### src/rtl/fetch_unit.sv
// Instruction fetch stage: owns PC, opcode and immediate registers and runs
// control-unit fetch/PC commands against a req/ack program memory.
module fetch_unit #(
  parameter int PC_WIDTH    = 8,
  parameter int WORD_WIDTH  = 8,
  parameter int OPC_WIDTH   = 5,
  parameter int ACK_TIMEOUT = 15
) (
  input  logic                  clk,
  input  logic                  rst,
  input  logic                  pc_count,
  input  logic                  pc_load,
  input  logic                  opcode_update,
  input  logic                  imm_update,
  output logic                  pmem_req,
  output logic [PC_WIDTH-1:0]   pmem_addr,
  input  logic                  pmem_ack,
  input  logic [WORD_WIDTH-1:0] pmem_rdata,
  output logic [OPC_WIDTH-1:0]  opcode,
  output logic [WORD_WIDTH-1:0] imm,
  output logic [PC_WIDTH-1:0]   pc,
  output logic                  stall,
  output logic                  fault
);

  // state  | meaning
  // S_IDLE | no read outstanding; PC commands apply unless a fetch starts
  // S_WAIT | read outstanding; waiting for ack or timeout
  typedef enum logic {S_IDLE, S_WAIT} state_t;
  typedef enum logic {DST_OPC, DST_IMM} dest_t;

  state_t     state;
  dest_t      dest;
  logic [7:0] cnt;
  logic       upd_req;
  logic       timeout;

  assign upd_req = opcode_update | imm_update;
  assign timeout = (state == S_WAIT) && (cnt == 8'(ACK_TIMEOUT - 1));

  // Stall releases in the ack/timeout cycle so the control unit advances
  // on the same edge that captures the data.
  always_comb begin
    stall = 1'b0;
    if (rst) begin
      case (state)
        S_IDLE:  stall = upd_req;
        S_WAIT:  stall = ~pmem_ack & ~timeout;
        default: stall = 1'b0;
      endcase
    end
  end

  always_ff @(posedge clk or negedge rst) begin
    if (!rst) begin
      state     <= S_IDLE;
      dest      <= DST_OPC;
      cnt       <= '0;
      pc        <= '0;
      opcode    <= '0;
      imm       <= '0;
      pmem_req  <= 1'b0;
      pmem_addr <= '0;
      fault     <= 1'b0;
    end else begin
      // pc_load reads imm before any write to imm on this edge
      if (!stall) begin
        if (pc_load)       pc <= imm;
        else if (pc_count) pc <= pc + 1'b1;
      end

      case (state)
        S_IDLE: begin
          if (upd_req) begin
            pmem_req  <= 1'b1;
            pmem_addr <= pc;
            dest      <= opcode_update ? DST_OPC : DST_IMM;
            cnt       <= '0;
            state     <= S_WAIT;
          end
        end
        S_WAIT: begin
          if (pmem_ack) begin
            if (dest == DST_OPC) opcode <= pmem_rdata[OPC_WIDTH-1:0];
            else                 imm    <= pmem_rdata;
            pmem_req <= 1'b0;
            state    <= S_IDLE;
          end else if (timeout) begin
            // zero opcode decodes as a no-op, so an aborted fetch is harmless
            if (dest == DST_OPC) opcode <= '0;
            else                 imm    <= '0;
            fault    <= 1'b1;
            pmem_req <= 1'b0;
            state    <= S_IDLE;
          end else begin
            cnt <= cnt + 1'b1;
          end
        end
        default: state <= S_IDLE;
      endcase
    end
  end

endmodule

### config.mk
export PLATFORM = sky130hd
export DESIGN_NAME = fetch_unit
export DESIGN_NICKNAME = d
export VERILOG_FILES = /design/src/rtl/fetch_unit.sv
export SDC_FILE = /design/constraint.sdc
export NUM_CORES = 1
export LEC_CHECK = 0
export CORE_UTILIZATION = 50
export CTS_CLUSTER_SIZE = 25
export DETAILED_ROUTE_END_ITERATION = 7
export GPL_ROUTABILITY_DRIVEN = 0
export HOLD_SLACK_MARGIN = 0.02
export PLACE_DENSITY = 0.92
export SLEW_MARGIN = 5
export SYNTH_ARGS = -nofsm -noshare
export SYNTH_HDL_FRONTEND = slang
export SYNTH_SLANG_ARGS = --single-unit
export TNS_END_PERCENT = 30
### constraint.sdc
create_clock -name clk -period 2.75 [get_ports clk]
set_input_delay 0.55 -clock clk [delete_from_list [all_inputs] [get_ports clk]]
set_output_delay 0.55 -clock clk [all_outputs]
set_load 0.005 [all_outputs]
==> metrics.txt <==
# IOs=47; clk slew on worst S/H paths=80 ps; dominant cells by area after synthesis=dfrtp_1 50%, mux2_2 5.5%, nand2_1 5.3%, and2_1 2.8%, a21oi_1 2.5%; Via density=5.73; DRC viols=0; final std cells w/o fill=298; Post-synth EDFFs=0; arrival time at the worst endpoint=1910 ps; CP endpoint=stall; area leader, netlist=dfrtp_1; Die ar.=4340 sq um; worst reg2reg endpoint=pc[7]; R2R setup slack=550 ps; commonest non-fill, non-tap cell in the layout=clkdlybuf4s50_1; status=finished, final reports clean; setup_tns=0 ps; wire per inst=15.0 um; first-pass GRT wire length=7370 um; register area=1030 sq um; port bufs=46; CP Launch Point=cnt[0]; vias in the first global route=1554; worst r2r src=cnt[0]; R2R cell count=6; TritonCTS Sinks=41; Top FF cell, synth=dfrtp_1; core area=3800 sq um; largest net degree at the start of global routing=19; share of cells above drive strength 1=18.0%; nets=267; final hold vios=0; critical path class=flop to primary output; Die Wd=65.9 um; antenna-violating nets left=0; Initial Utilization=53.7%; fill count=284; drt total wl=4470 um; Mean Syn Cell Area=10.6 sq um; Critical Path End Type=primary output; 1st-pass router iterations=4; Inst Count DP=287; HP Class=input port to asynchronous set/reset pin; Post-DP HPWL=3300 um; CP Max Fanout=3; Pwr Density=945 nW/um^2; Seq/Total Area, Yosys=50.3%; Yosys warnings=0; final setup fails=0; highest-count cells in the layout ignoring fill and taps=44 x clkdlybuf4s50_1, 41 x dfrtp_1, 29 x nand2_1; CTS H-tree depth=2; initial antenna violation count=0; Total Power=0.00256 W; Longest Clk Path Bufs=2; minimum clock period=2460 ps; Via Count=1709; Area growth syn-to-layout=32.8%; Max-Cap Viols=0; Worst Path Required=2200 ps; Final period util=89.3%; Synth async-reset ratio=100%; CTS Buf Count=5; Tightest Pin Transition=568 ps; final core utilization=71.3%; Net Count, Synth=210; Lkg Pwr=1.23 nW; Diodes inserted=0; CTS root buf=clkbuf_8; CTS tree=done; Worst slew margin=62.0%; area occupied by multi-input gates=930 sq um; GRT overflow=0; FF+latch count, synth=41; std cell rows=22; Fin Clk Skew=5.31 ps; number of distinct library cells after synthesis=46; kind of start point of the critical path=flop; Yosys top cell area share=50.3%; Min Hold Slack=201 ps; Gate Count Post-Synth=192; Mapped Area=2040 sq um; highest clock rate=407 MHz; RSZ-0062 raised after global routing=false; VDD IR-drop max=0.468 mV; GRT Overall Usage=23.3%; drt first-iter violations=64; fin. max-slew vios=0; Die Ht=65.9 um; insertion delay to the later sink of the worst-skew pair=290 ps
[cell families after synthesis]
logic type / Yosys count / share of synthesized area (%)
muxes: 13 / 6.99
DFF: 41 / 50.3
xor gates and xnor gates: 2 / 0.859
AOI/OAI and AO/OA: 45 / 16.1
buffers and inverters: 14 / 4.72
adders and majority gates: 3 / 1.84
and+or+nand+nor: 74 / 19.3
[how the worst min path moves through the flow]
stage                             from           end  slack, ps  cells after the start
after floorplan                    rst        cnt[0]        250                      0
after global placement    pmem_addr[3]  pmem_addr[3]        460                      2
after detailed placement  pmem_addr[5]  pmem_addr[5]        470                      2
after CTS                          rst         state        200                      2
after global routing               rst        cnt[0]        210                      2
final                              rst         state        200                      2
[flip-flops by register name, summed over array words and instances, names as in the netlist]
register   cells
imm            8
pc             8
state          1
pmem_req       1
cnt            8
fault          1
dest           1
opcode         5
pmem_addr      8
[metal layers]
| metal | routed length (um) | vias up | GRT usage [%] |
|---|---|---|---|
| met5 | 0 | - | 0 |
| met4 | 136 | 0 | 14.7 |
| met3 | 220 | 13 | 4.66 |
| met2 | 2160 | 55 | 36.0 |
| met1 | 1950 | 834 | 29.8 |
| li1 | - | 807 | - |
[power by group]
part | internal [W] | total, W | switching (W)
sequential | 0.000829 | 0.00106 | 0.000230
combinational | 0.000626 | 0.00101 | 0.000381
clock | 0.000295 | 0.000495 | 0.000200
[synthesized netlist by cell type, drive strengths merged (2+ instances only)]
cell / instances
or3: 3
buf: 4
nor2: 9
inv: 5
nand2: 30
mux2i: 3
nor3: 2
a41oi: 2
nand4: 5
and4: 3
and2: 10
o211ai: 6
o21ai: 9
a31oi: 3
a21oi: 10
a21o: 5
nand3: 3
dfrtp: 41
clkbuf: 5
ha: 3
mux2: 10
and3: 3
xor2: 2
[area by class of cell]
type,instances,area share (%)
tap,48,2.22
multi-input combinational,137,34.3
clock inverter,2,1.39
sequential,41,37.9
inverter,5,0.693
clock buffer,6,3.05
timing repair buffer,59,20.5
[through the flow]
step / area (sq um) / setup WS [ps]
after floorplan: 2040 / 535
after global placement: 2550 / 173
after global routing: 2710 / 235
after CTS: 2690 / 0.0209
final: 2710 / 294
after detailed placement: 2550 / 149
[repair_timing]
| action | CTS | global route |
|---|---|---|
| hold endpoints to repair | 0 | 0 |
| endpoints found under the setup margin | 1 | 1 |
| hold buffers | 0 | 0 |
| gates resized for setup | 2 | 2 |
| pin swaps | 1 | 1 |
| buffers inserted | 1 | 2 |
[worst max-delay path, cell delays in order (launching register included)]
cell and delay (ps):
dfrtp_1 390, inv_1 60, ha_1 130, or4b_4 500, o21ai_4 180, nand2_2 60
and2_1 150, dlymetal6s2s_1 140
Power figures use the tool's default switching activity.
